File: src/rtl/mtimer_pkg.sv
// Shared constants for the mtimer_clint machine timer: register offsets,
// ctrl bit positions and the mtimecmp reset value.
package mtimer_pkg;

    localparam logic [4:0] MTIME_LO_OFF    = 5'h00;
    localparam logic [4:0] MTIME_HI_OFF    = 5'h04;
    localparam logic [4:0] MTIMECMP_LO_OFF = 5'h08;
    localparam logic [4:0] MTIMECMP_HI_OFF = 5'h0C;
    localparam logic [4:0] CTRL_OFF        = 5'h10;
    localparam logic [4:0] PERIOD_OFF      = 5'h14;

    // Word indices used by the decoder; the low two address bits never matter.
    localparam logic [2:0] MTIME_LO_W    = MTIME_LO_OFF[4:2];
    localparam logic [2:0] MTIME_HI_W    = MTIME_HI_OFF[4:2];
    localparam logic [2:0] MTIMECMP_LO_W = MTIMECMP_LO_OFF[4:2];
    localparam logic [2:0] MTIMECMP_HI_W = MTIMECMP_HI_OFF[4:2];
    localparam logic [2:0] CTRL_W        = CTRL_OFF[4:2];
    localparam logic [2:0] PERIOD_W      = PERIOD_OFF[4:2];

    localparam int CTRL_ENABLE_BIT = 0;
    localparam int CTRL_MASK_BIT   = 1;

    localparam logic [63:0] MTIMECMP_RST = 64'hFFFF_FFFF_FFFF_FFFF;

endpackage

File: src/rtl/mtimer_clint_if.sv
// Single-cycle load/store register port of the machine timer.
interface mtimer_clint_if;

    logic        sel;
    logic        we;
    logic [4:0]  addr;
    logic [31:0] wdata;
    logic [31:0] rdata;
    logic        rvalid;

    modport master (output sel, we, addr, wdata, input rdata, rvalid);
    modport slave  (input sel, we, addr, wdata, output rdata, rvalid);

endinterface

File: src/rtl/timer_prescaler.sv
// Divides clk by PRESCALE while enabled; the count freezes (not clears) when disabled.
module timer_prescaler #(
    parameter int PRESCALE = 1
) (
    input  logic clk,
    input  logic rst,
    input  logic enable,
    output logic tick
);

    localparam logic [15:0] LAST = 16'(PRESCALE - 1);

    logic [15:0] count;

    assign tick = enable && (count == LAST);

    always_ff @(posedge clk or posedge rst) begin
        if (rst) begin
            count <= '0;
        end else if (enable) begin
            count <= tick ? '0 : count + 16'd1;
        end
    end

endmodule

File: src/rtl/mtimer_clint.sv
// RISC-V machine timer (mtime/mtimecmp) with a registered level interrupt.
// Define MTIMER_AUTORELOAD_EN to add the period register and automatic mtimecmp reload.
module mtimer_clint #(
    parameter int PRESCALE = 1,
    parameter bit RST_EN   = 1'b1
) (
    input  logic            clk,
    input  logic            rst,
    mtimer_clint_if.slave   bus,
    output logic            timer_interrupt
);

    import mtimer_pkg::*;

    logic [63:0] mtime;
    logic [63:0] mtimecmp;
    logic        enable;
    logic        irq_mask;
    logic        tick;
    logic        wr;
    logic        rd;
    logic [2:0]  word;
    logic        irq_next;
    logic [31:0] read_mux;
    logic        unused_addr_bits;

    assign word             = bus.addr[4:2];
    assign wr               = bus.sel && bus.we;
    assign rd               = bus.sel && !bus.we;
    assign irq_next         = !irq_mask && (mtime >= mtimecmp);
    assign unused_addr_bits = &{1'b0, bus.addr[1:0]};

    timer_prescaler #(.PRESCALE(PRESCALE)) u_prescaler (
        .clk    (clk),
        .rst    (rst),
        .enable (enable),
        .tick   (tick)
    );

`ifdef MTIMER_AUTORELOAD_EN
    logic [31:0] period;
    logic        reload;

    // Reload only on the rising edge of the next interrupt value.
    assign reload = irq_next && !timer_interrupt && (period != '0);

    always_ff @(posedge clk or posedge rst) begin
        if (rst) begin
            period <= '0;
        end else if (wr && word == PERIOD_W) begin
            period <= bus.wdata;
        end
    end
`endif

    // A software write to either half beats the tick; the other half holds.
    always_ff @(posedge clk or posedge rst) begin
        if (rst) begin
            mtime <= '0;
        end else if (wr && word == MTIME_LO_W) begin
            mtime[31:0] <= bus.wdata;
        end else if (wr && word == MTIME_HI_W) begin
            mtime[63:32] <= bus.wdata;
        end else if (tick) begin
            mtime <= mtime + 64'd1;
        end
    end

    always_ff @(posedge clk or posedge rst) begin
        if (rst) begin
            mtimecmp <= MTIMECMP_RST;
        end else if (wr && word == MTIMECMP_LO_W) begin
            mtimecmp[31:0] <= bus.wdata;
        end else if (wr && word == MTIMECMP_HI_W) begin
            mtimecmp[63:32] <= bus.wdata;
`ifdef MTIMER_AUTORELOAD_EN
        end else if (reload) begin
            mtimecmp <= mtimecmp + {32'd0, period};
`endif
        end
    end

    always_ff @(posedge clk or posedge rst) begin
        if (rst) begin
            enable   <= RST_EN;
            irq_mask <= 1'b0;
        end else if (wr && word == CTRL_W) begin
            enable   <= bus.wdata[CTRL_ENABLE_BIT];
            irq_mask <= bus.wdata[CTRL_MASK_BIT];
        end
    end

    always_comb begin
        read_mux = '0;
        case (word)
            MTIME_LO_W:    read_mux = mtime[31:0];
            MTIME_HI_W:    read_mux = mtime[63:32];
            MTIMECMP_LO_W: read_mux = mtimecmp[31:0];
            MTIMECMP_HI_W: read_mux = mtimecmp[63:32];
            CTRL_W: begin
                read_mux[CTRL_ENABLE_BIT] = enable;
                read_mux[CTRL_MASK_BIT]   = irq_mask;
            end
`ifdef MTIMER_AUTORELOAD_EN
            PERIOD_W:      read_mux = period;
`endif
            default:       read_mux = '0;
        endcase
    end

    // rdata keeps the last read value until the next read strobe.
    always_ff @(posedge clk or posedge rst) begin
        if (rst) begin
            bus.rdata       <= '0;
            bus.rvalid      <= 1'b0;
            timer_interrupt <= 1'b0;
        end else begin
            bus.rvalid      <= rd;
            timer_interrupt <= irq_next;
            if (rd) begin
                bus.rdata <= read_mux;
            end
        end
    end

endmodule

File: src/flat_wrapper.sv
// flat-port wrapper written by rule: the top's interface ports become plain ports
module mtimer_clint_flat import mtimer_pkg::*;
#(
    parameter int PRESCALE = 1,
    parameter bit RST_EN   = 1'b1
)
  (clk, rst, timer_interrupt, bus_sel, bus_we, bus_addr, bus_wdata, bus_rdata, bus_rvalid);
  mtimer_clint_if bus_i ();
  input  logic clk;
  input  logic rst;
  output logic timer_interrupt;
  input wire logic [$bits(bus_i.sel)-1:0] bus_sel;
  input wire logic [$bits(bus_i.we)-1:0] bus_we;
  input wire logic [$bits(bus_i.addr)-1:0] bus_addr;
  input wire logic [$bits(bus_i.wdata)-1:0] bus_wdata;
  output wire logic [$bits(bus_i.rdata)-1:0] bus_rdata;
  output wire logic [$bits(bus_i.rvalid)-1:0] bus_rvalid;
  assign bus_i.sel = bus_sel;
  assign bus_i.we = bus_we;
  assign bus_i.addr = bus_addr;
  assign bus_i.wdata = bus_wdata;
  assign bus_rdata = bus_i.rdata;
  assign bus_rvalid = bus_i.rvalid;
  mtimer_clint #(.PRESCALE(PRESCALE), .RST_EN(RST_EN)) u_core (.clk(clk), .rst(rst), .bus(bus_i), .timer_interrupt(timer_interrupt));
endmodule
File: config.mk
export PLATFORM = sky130hd
export DESIGN_NAME = mtimer_clint_flat
export DESIGN_NICKNAME = d
export VERILOG_FILES = /design/src/rtl/mtimer_pkg.sv /design/src/rtl/mtimer_clint_if.sv /design/src/rtl/timer_prescaler.sv /design/src/rtl/mtimer_clint.sv /design/src/flat_wrapper.sv
export SDC_FILE = /design/constraint.sdc
export NUM_CORES = 1
export LEC_CHECK = 0
export ABC_AREA = 0
export CORE_MARGIN = 8
export CORE_UTILIZATION = 60
export DETAILED_ROUTE_END_ITERATION = 6
export DONT_BUFFER_PORTS = 1
export HOLD_SLACK_MARGIN = 0.15
export PLACE_DENSITY = 0.76
export SYNTH_ARGS = -nofsm -noshare
export SYNTH_HDL_FRONTEND = slang
export SYNTH_SLANG_ARGS = --single-unit
File: constraint.sdc
create_clock -name clk -period 8.3 [get_ports clk]
set_input_delay 1.66 -clock clk [delete_from_list [all_inputs] [get_ports clk]]
set_output_delay 1.66 -clock clk [all_outputs]
set_load 0.02 [all_outputs]
==> flow_summary.toml, run 1 <==
[worst_setup_path]
cp.arrival_ns = 3.98
r2r.worst_path.cells = 8
cp-end-kind = "flip-flop"
timing_worst_setup_path_type = "in2reg"
crit_path_max_fanout = 33
worst-endpoint-required_ns = 8.62
critPathLaunchType = "primary input"

[cells_and_area]
seqCellArea_sq_um = 4590
multi_input_area_sq_um = 5490
final_area_sq_um = 11300
fillers = 1428
syn_to_final_growth_pct = 6.60
num-nets-final = 1251
diodes = 0
fin_util_pct = 65.3
drive_gt1_share_pct = 12.1

[power_and_ir_drop]
power_switching_uw = 1070
share_seq_of_total_power_pct = 47.1
pwr-share-clk_pct = 26.7
p_int_uw = 1860
p_sw_share_pct = 36.5
pwr-share-comb_pct = 26.2
vdd_drop_max_mv = 0.166
p_per_area_nw_per_um2 = 259
cellLeakagePower_uw = 0.00464

[synth]
synth_compound_area_share_pct = 20.1
avgSynthCellArea_sq_um = 9.00
synth_top_family_by_area = "compound AO/OA/AOI/OAI gates"
yosys-top-cells-area = "dfrtp_1 (27%), dfstp_2 (16%), ha_1 (7.9%)"
synthSimpleGateAreaFrac_pct = 18.9
synth-seq-cells = 180
synth_top_area_share_pct = 27.1
yosys_warnings = 0
synthesis.nets = 1286
synth_cells = 1178
yosys_most_used_dff = "dfrtp_1"
syn_area_sq_um = 10600
synth_area_leader_cell = "dfrtp_1"
synth_edf_count = 0
async_flop_share_pct = 100
synth_xor_area_share_pct = 3.72
synth_seq_area_share_pct = 43.3
synth.distinct_cells = 65
synth_fa_ha_area_share_pct = 7.91
synthMuxAreaShare_pct = 0.909

[detailed_routing]
vias = 8958
routed_wl_mm = 28.8
drt_iter0_drc = 796
antenna_left = 0
vias_per_cell = 6.49
avgRoutedWirePerCell_microns = 20.8
dr.pass1.iters = 7
route.detailed.drc = 0

[sta]
min_period_over_period_pct = 44.1
hold_violations = 0
rsz0062_at_grt = "false"
fin_setup_tns_ns = 0
finalSetupViolations = 0
holdWs_ns = 0.497
worst_slew_pin_slew_ns = 1.15
finClkSkew_ns = 0.00842
slew_viol_final = 0
clock.fmax_mhz = 273
timing.final.crit_period_ns = 3.66
layout_setup_ws_ns = 4.64
max_slew_margin_pct = 23.2

[clock_tree]
cts_tree = "done"
clk_pin_slew_ns = 0.07
h-tree-depth = 4
cts.sinks = 180
ctsHoldBuffers = 0
worstSkewPairLatency_ns = 0.44
root_buffer = "clkbuf_16"
cts_buffers = 17
post-cts-setup-buffer-count = 0
clockBufferDepth = 2
ctsResizeCount = 0

[placed_design]
dpl.hpwl_mm = 20.1
post-place-ws_ns = 4.25
routabilityCongestion = 0.870
place_area_sq_um = 10700
io_buffers = 0

[floorplanning]
fp.dieH_microns = 149
initial_utilization_pct = 61.3
chipWidth_microns = 149
die-area_sq_um = 22200
core-area_sq_um = 17300
num_rows = 48
io_pins = 75

[grt]
grt_antenna_before_repair = 0
overflow = 0
grt_first_pass_wirelength_mm = 46.5
grt_max_degree = 81
grt_pass1_vias = 8437
grt_use_total_pct = 26.4

[run]
cap_viol_max_count = 0

[status]
status = "finished clean"

[worst_hold_path]
min_path_cells = 1
holdCritPathClass = "reg2reg"
## sequential cells by signal, indices dropped and copies added (netlist names)
signal                    cells
u_core.u_prescaler.count     16
u_core.enable                 1
u_core.bus.rvalid             1
u_core.bus.rdata             32
u_core.mtime                 64
u_core.timer_interrupt        1
u_core.irq_mask               1
u_core.mtimecmp              64
## critical path, stage by stage
cell and delay (ns):
nor3b_2 0.13, buf_4 0.26, and3_1 0.24, buf_4 0.26, o21ai_2 0.94, nor4_1 0.10, a311o_1 0.35
## cell usage after synthesis (4+ instances only)
library cell / count
a211oi_1: 4
a21oi_1: 40
a221oi_1: 35
a22o_1: 31
a22oi_1: 13
a2bb2oi_1: 4
a31oi_1: 5
and3_1: 19
and4_1: 9
buf_2: 9
clkbuf_1: 52
dfrtp_1: 115
dfstp_2: 65
ha_1: 67
inv_1: 79
mux2_2: 5
mux2i_1: 4
nand2_1: 197
nand3_1: 51
nand4_1: 31
nor2_1: 31
nor3_1: 12
nor4_1: 15
o211ai_1: 11
o21ai_0: 147
o22a_1: 5
o22ai_1: 6
o311ai_0: 7
or4_1: 6
xnor2_1: 24
xor2_1: 21
## worst paths after layout
| kind | slack (ns) | from | to |
|---|---|---|---|
| max | 4.64 | bus_addr[2] | u_core.mtime[36] |
| min | 0.50 | u_core.u_prescaler.count[4] | u_core.u_prescaler.count[4] |
| max reg2reg | 5.10 | u_core.u_prescaler.count[0] | u_core.mtime[44] |
| min reg2reg | 0.50 | u_core.u_prescaler.count[4] | u_core.u_prescaler.count[4] |
| max in group asynchronous | 5.93 | rst | u_core.mtime[57] |
| min in group asynchronous | 1.20 | rst | u_core.bus.rdata[23] |
## layout by cell type, fill, tap and decap left out, types with 17 or more instances in the layout
cell and instances:
nand2_1 197, o21ai_0 147, dfrtp_1 115, inv_1 78
ha_1 67, dfstp_2 65, nand3_1 50, a21oi_1 40
a221oi_1 35, nand4_1 31, nor2_1 31, a22o_1 31
xnor2_1 24, xor2_1 21, clkbuf_16 17
## stage by stage
stage,power (uW),std cells
4_1_cts,2920,1381
6_report,2930,1381
3_3_place_gp,2100,1349
3_5_place_dp,2140,1349
2_1_floorplan,1890,1178
5_1_grt,3090,1381
## routing by layer
metal  global-route usage (%)  up-vias  wire (microns)
met2                     42.3      362           13600
li1                         -     4196               -
met1                     35.9     4360           12500
met5                        0        -               0
met3                     5.07       40            2200
met4                     7.12        0             477
## layout make-up
type / instances / share of cell area (%)
inverter: 79 / 2.67
timing repair buffer: 11 / 0.731
clock buffer: 19 / 4.01
clock inverter: 13 / 0.941
multi-input combinational: 854 / 48.6
sequential: 180 / 40.6
tap: 225 / 2.49
## power by group through the flow
| stage | Sequential (uW) | Clock (uW) | Combinational (uW) |
|---|---|---|---|
| after CTS | 1370 | 787 | 759 |
| after floorplan | 1310 | 0 | 582 |
| after detailed placement | 1390 | 0 | 753 |
| after global routing | 1410 | 820 | 864 |
| after global placement | 1380 | 0 | 722 |
| final | 1380 | 783 | 766 |
## kinds of logic (layout without fill, tap and decap cells)
family,Yosys count,after routing
compound gates,331,331
simple gates,402,402
mux,9,9
xor+xnor,45,45
buf+inv,144,122
flops,180,180
fa+ha+maj,67,67
Power figures use the tool's default switching activity.
==> inputs of run 2 (changes only) <==
==> constraint.sdc (replaced) <==
create_clock -name clk -period 3.5 [get_ports clk]
set_input_delay 0.7 -clock clk [delete_from_list [all_inputs] [get_ports clk]]
set_output_delay 0.7 -clock clk [all_outputs]
set_load 0.02 [all_outputs]
==> run 2 against run 1 <==
First-iteration DRC count rose by 0.88%; power rose by 140%; flip-flop and latch count did not move; cell count rose by 0.94%; non-clock buffer count rose by 13; global-route usage rose by 0.29 points; clock skew rose by 0.0043 ns.
==> flow_summary.toml, run 2 (same netlist as run 1, synthesis figures left out) <==
[status]
status = "finished clean"

[worst_setup_path]
crit_path_max_incr_delay_ns = 0.63
cp.arrival_ns = 3.45
slowest_stage = "dfstp_2"
cp.depth = 6
crit_path_max_fanout = 11
path_cells = "nor4b_1, nand4_2, nor2_4, nand2_1, or4_1, nand3_1"
rr_endpoint = "u_core.mtime[54]"
worstReg2RegStart = "u_core.enable"
crit_family = "simple AND/OR/NAND/NOR gates"
critPathLaunchType = "flip-flop"
timing_worst_setup_path_type = "reg2reg"
r2r_setup_slack_ns = 0.42
worst-endpoint-required_ns = 3.86
r2r.worst_path.cells = 6
cp-end-kind = "flip-flop"
cp_num_buf_inv = 0

[placed_design]
dpl.hpwl_mm = 20.9
post-place-ws_ns = 0.521
placed_cells = 1361
place_area_sq_um = 10900
io_buffers = 0
routabilityCongestion = 0.927

[clock_tree]
root_buffer = "clkbuf_16"
worstSkewPairLatency_ns = 0.44
clk_pin_slew_ns = 0.07
cts_tree = "done"
h-tree-depth = 4
clockBufferDepth = 2
cts.sinks = 180
cts_buffers = 17

[cells_and_area]
diodes = 0
final_area_sq_um = 11400
drive_gt1_share_pct = 13.0
most-common-layout-cells = "nand2_1 (197), o21ai_0 (147), dfrtp_1 (115), inv_1 (78), ha_1 (67)"
reg_top3 = "u_core.mtime: 64 flops, u_core.mtimecmp: 64 flops, u_core.bus.rdata: 32 flops"
instances_no_fill = 1394
num-nets-final = 1264
syn_to_final_growth_pct = 7.89
layout_commonest_cell = "nand2_1"

[worst_hold_path]
worstHoldStart = "bus_wdata[2]"
holdPathEnd = "u_core.mtimecmp[2]"
holdCritPathClass = "in2reg"
min_path_cells = 2

[grt]
gr-max-usage-layer = "met2"
grt_max_degree = 99
grtUsageMet1_pct = 35.2
grt_util_met2_pct = 42.5
grt_pass1_vias = 8809
overflow = 0
gr-usage-met3_pct = 6.25
grt_first_pass_wirelength_mm = 47.1
grt_use_total_pct = 26.7
grt_antenna_before_repair = 0

[power_and_ir_drop]
cellLeakagePower_uw = 0.00471
vdd_drop_max_mv = 0.369
share_seq_of_total_power_pct = 46.8
pwr-share-clk_pct = 26.7
p_int_uw = 4350
pwr-share-comb_pct = 26.5
p_sw_share_pct = 37.6
power_switching_uw = 2620
p_per_area_nw_per_um2 = 610

[sta]
rsz0062_at_grt = "false"
slew_viol_final = 0
finClkSkew_ns = 0.0127
fin_setup_tns_ns = 0
worst_slew_pin_slew_ns = 1.13
hold_violations = 0
timing.final.crit_period_ns = 3.08
layout_setup_ws_ns = 0.415
holdWs_ns = 0.357
min_period_over_period_pct = 88.1
max_slew_margin_pct = 24.9
finalSetupViolations = 0
clock.fmax_mhz = 324

[detailed_routing]
route.detailed.drc = 0
routed_wl_mm = 28.8
antenna_left = 0
vias_per_cell = 6.44
drt_iter0_drc = 803
avgRoutedWirePerCell_microns = 20.6
dr.pass1.iters = 6
vias = 8972

[floorplanning]
io_pins = 75
num_rows = 48
initial_utilization_pct = 61.3
core-area_sq_um = 17300
fp.dieH_microns = 149
die-area_sq_um = 22200
chipWidth_microns = 149

[run]
cap_viol_max_count = 0
## run 2: stage by stage
| step | total power [uW] | utilization (%) |
|---|---|---|
| 6_report | 6970 | 66.1 |
| 2_1_floorplan | 4480 | - |
| 5_1_grt | 7400 | 66.1 |
| 3_3_place_gp | 5010 | 62.8 |
| 3_5_place_dp | 5100 | 62.8 |
| 4_1_cts | 6970 | 66.1 |
## run 2: timing repair
| action | in CTS | in global routing |
|---|---|---|
| hold endpoints to repair | 8 | 0 |
| hold buffers | 1 | 0 |
| resized for setup | 0 | 0 |
| buffers inserted | 0 | 0 |
## run 2: worst max-delay path by stage
stage | from | end | slack [ns]
global route | u_core.enable | u_core.mtime[46] | 0.19
detailed placement | u_core.enable | u_core.mtime[54] | 0.52
CTS | u_core.enable | u_core.mtime[54] | 0.45
global placement | u_core.enable | u_core.mtime[40] | 0.62
floorplan | rst | u_core.bus.rdata[0] | 0.54
finish | u_core.enable | u_core.mtime[54] | 0.42
## run 2: cell type report
class,instances,area (sq um)
Inverter,79,300
Timing Repair Buffer,24,220
Multi-Input combinational cell,854,5490
Sequential cell,180,4590
Fill cell,1412,5860
Clock buffer,17,425
Clock inverter,15,134
Tap cell,225,282
## run 2: per-layer routing
metal / part of all wire [%] / wire (microns)
met3: 8.0 / 2310
met2: 47 / 13400
met1: 43 / 12400
met5: 0 / 0
met4: 2.0 / 584
## run 2: power groups by stage
stage          logic [uW]  registers [uW]  clock network (uW)
2_1_floorplan        1380            3100                   0
3_3_place_gp         1740            3260                   0
3_5_place_dp         1820            3290                   0
4_1_cts              1830            3250                1880
5_1_grt              2110            3330                1960
6_report             1850            3270                1860
## run 2: worst register-to-register path, delay by kind of cell, from the launching register on
kind	cells	cell delay, ns
AND/OR/NAND/NOR	6	2.38
flip-flops	1	0.63
==> inputs of run 3 (changes only) <==
--- a/config.mk
+++ b/config.mk
@@ -12,6 +12,7 @@
 export DONT_BUFFER_PORTS = 1
 export HOLD_SLACK_MARGIN = 0.15
 export PLACE_DENSITY = 0.76
+export SETUP_SLACK_MARGIN = 0.5
 export SYNTH_ARGS = -nofsm -noshare
 export SYNTH_HDL_FRONTEND = slang
 export SYNTH_SLANG_ARGS = --single-unit
==> run 3 against run 2 <==
Worst hold slack better by 0.00054 ns; register-to-register slack better by 0.25 ns; clock power about the same; via count up 0.28%; global-route usage about the same; count of clock-buffer cells in the layout unchanged; flip-flop and latch count unchanged; clock skew about the same; largest cell class unchanged.
==> flow_summary.toml, run 3 (same netlist as run 1, synthesis figures left out) <==
[floorplanning]
chipWidth_microns = 149
fp.dieH_microns = 149
initial_utilization_pct = 61.3
num_rows = 48
die-area_sq_um = 22200
io_pins = 75
core-area_sq_um = 17300

[detailed_routing]
vias_per_cell = 6.44
antenna_left = 0
route.detailed.drc = 0
vias = 8997
wl_met2_mm = 13.5
dr.pass1.iters = 5
routed_wl_mm = 28.9
avgRoutedWirePerCell_microns = 20.7
top_layer_used = "met4"
drt_iter0_drc = 889
met1_length_mm = 12.2
wl_met3_mm = 2.53

[clock_tree]
cts_tree = "done"
clockBufferDepth = 2
cts.sinks = 180
clk_pin_slew_ns = 0.07
worstSkewPairLatency_ns = 0.44
cts_buffers = 17
h-tree-depth = 4
root_buffer = "clkbuf_16"

[worst_hold_path]
holdPathEnd = "u_core.mtimecmp[34]"
worstHoldStart = "bus_wdata[2]"
holdCritPathClass = "in2reg"
min_path_cells = 2

[worst_setup_path]
cp-end-kind = "flip-flop"
critPathLaunchType = "flip-flop"
r2r_setup_slack_ns = 0.66
startpoint = "u_core.mtime[9]"
rr_endpoint = "u_core.mtime[59]"
cp.arrival_ns = 3.21
r2r.worst_path.cells = 6
path_cells = "nand3_2, nor3_1, nand4_2, or3_1, o31ai_1, o221a_2"
crit_family = "simple AND/OR/NAND/NOR gates"
slowest_stage = "nor3_1"
crit_path_max_fanout = 7
cp_num_buf_inv = 0
worst-endpoint-required_ns = 3.87
crit_path_max_incr_delay_ns = 0.60
worstReg2RegStart = "u_core.mtime[9]"
timing_worst_setup_path_type = "reg2reg"

[cells_and_area]
reg_top3 = "u_core.mtime: 64 flops, u_core.mtimecmp: 64 flops, u_core.bus.rdata: 32 flops"
multi_input_area_sq_um = 5500
syn_to_final_growth_pct = 8.29
most-common-layout-cells = "nand2_1 (197), o21ai_0 (147), dfrtp_1 (115), inv_1 (78), ha_1 (67)"
num-nets-final = 1268
fillers = 1409
drive_gt1_share_pct = 13.5
seqCellArea_sq_um = 4590
layout_commonest_cell = "nand2_1"
fin_util_pct = 66.4
diodes = 0

[sta]
layout_setup_ws_ns = 0.661
min_period_over_period_pct = 81.1
fin_setup_tns_ns = 0
finalSetupViolations = 0
clock.fmax_mhz = 352
max_slew_margin_pct = 24.1
finClkSkew_ns = 0.0128
slew_viol_final = 0
hold_violations = 0
holdWs_ns = 0.358
worst_slew_pin_slew_ns = 1.14
timing.final.crit_period_ns = 2.84
rsz0062_at_grt = "false"

[placed_design]
post-place-ws_ns = 0.521
io_buffers = 0
routabilityCongestion = 0.927
dpl.hpwl_mm = 20.9

[power_and_ir_drop]
p_sw_share_pct = 37.4
cellLeakagePower_uw = 0.00474
p_per_area_nw_per_um2 = 610
p_int_uw = 4380
pwr-share-comb_pct = 26.9
power_switching_uw = 2620
share_seq_of_total_power_pct = 46.7
finalPower_uw = 7000
vdd_drop_max_mv = 0.370
pwr-share-clk_pct = 26.5

[run]
cap_viol_max_count = 0

[grt]
grt_first_pass_wirelength_mm = 47.2
grt_max_degree = 99
grt_use_total_pct = 26.7
grt_antenna_before_repair = 0
overflow = 0
grt_pass1_vias = 8822

[status]
status = "finished clean"
## run 3: cell types whose count changed in the layout (fill, tap and decap cells not counted)
cell     before  now
buf_4        20   24
nor4b_1       2    0
nor4b_2       0    2
## run 3: worst register-to-register path: stages (launching register included)
cell and delay (ns):
dfrtp_1 0.57, nand3_2 0.14, nor3_1 0.60, nand4_2 0.36, or3_1 0.57, o31ai_1 0.30, o221a_2 0.23
## run 3: metal layers
layer	vias to the layer above	GRT usage, %
met5	-	0
met1	4336	35.2
met3	52	6.25
li1	4248	-
met4	0	8.99
met2	361	42.5
## run 3: worst max path at each step
stage | endpoint | cells past startpoint
2_1_floorplan | u_core.bus.rdata[0] | 1
3_3_place_gp | u_core.mtime[40] | 6
3_5_place_dp | u_core.mtime[54] | 6
4_1_cts | u_core.mtime[19] | 6
5_1_grt | u_core.mtime[54] | 7
6_report | u_core.mtime[59] | 6
## run 3: power by group through the flow
stage / clock network [uW] / logic [uW] / registers, uW
detailed placement: 0 / 1820 / 3290
floorplan: 0 / 1380 / 3100
CTS: 1880 / 1850 / 3250
global route: 1960 / 2140 / 3330
global placement: 0 / 1740 / 3260
finish: 1850 / 1880 / 3270
## run 3: area by class of cell
class / instances / share of cell area [%]
clock buffers: 17 / 3.71
clock inverters: 15 / 1.17
inverters: 79 / 2.62
multi-input cells: 854 / 47.9
flip-flops and latches: 180 / 39.9
well taps: 225 / 2.45
repair buffers: 28 / 2.18
## run 3: per-stage QoR
stage / std cells / instance area [sq um]
after floorplan: 1178 / 10600
after global placement: 1361 / 10900
after detailed placement: 1361 / 10900
after CTS: 1397 / 11500
after global routing: 1398 / 11500
final: 1398 / 11500
## run 3: timing repair
item / 4_1_cts / 5_1_grt
hold buffers: 1 / 0
setup endpoints to repair: 4 / 10
hold endpoints to repair: 8 / 0
pin swaps: 1 / 0
buffers inserted: 3 / 1
resized for setup: 0 / 2
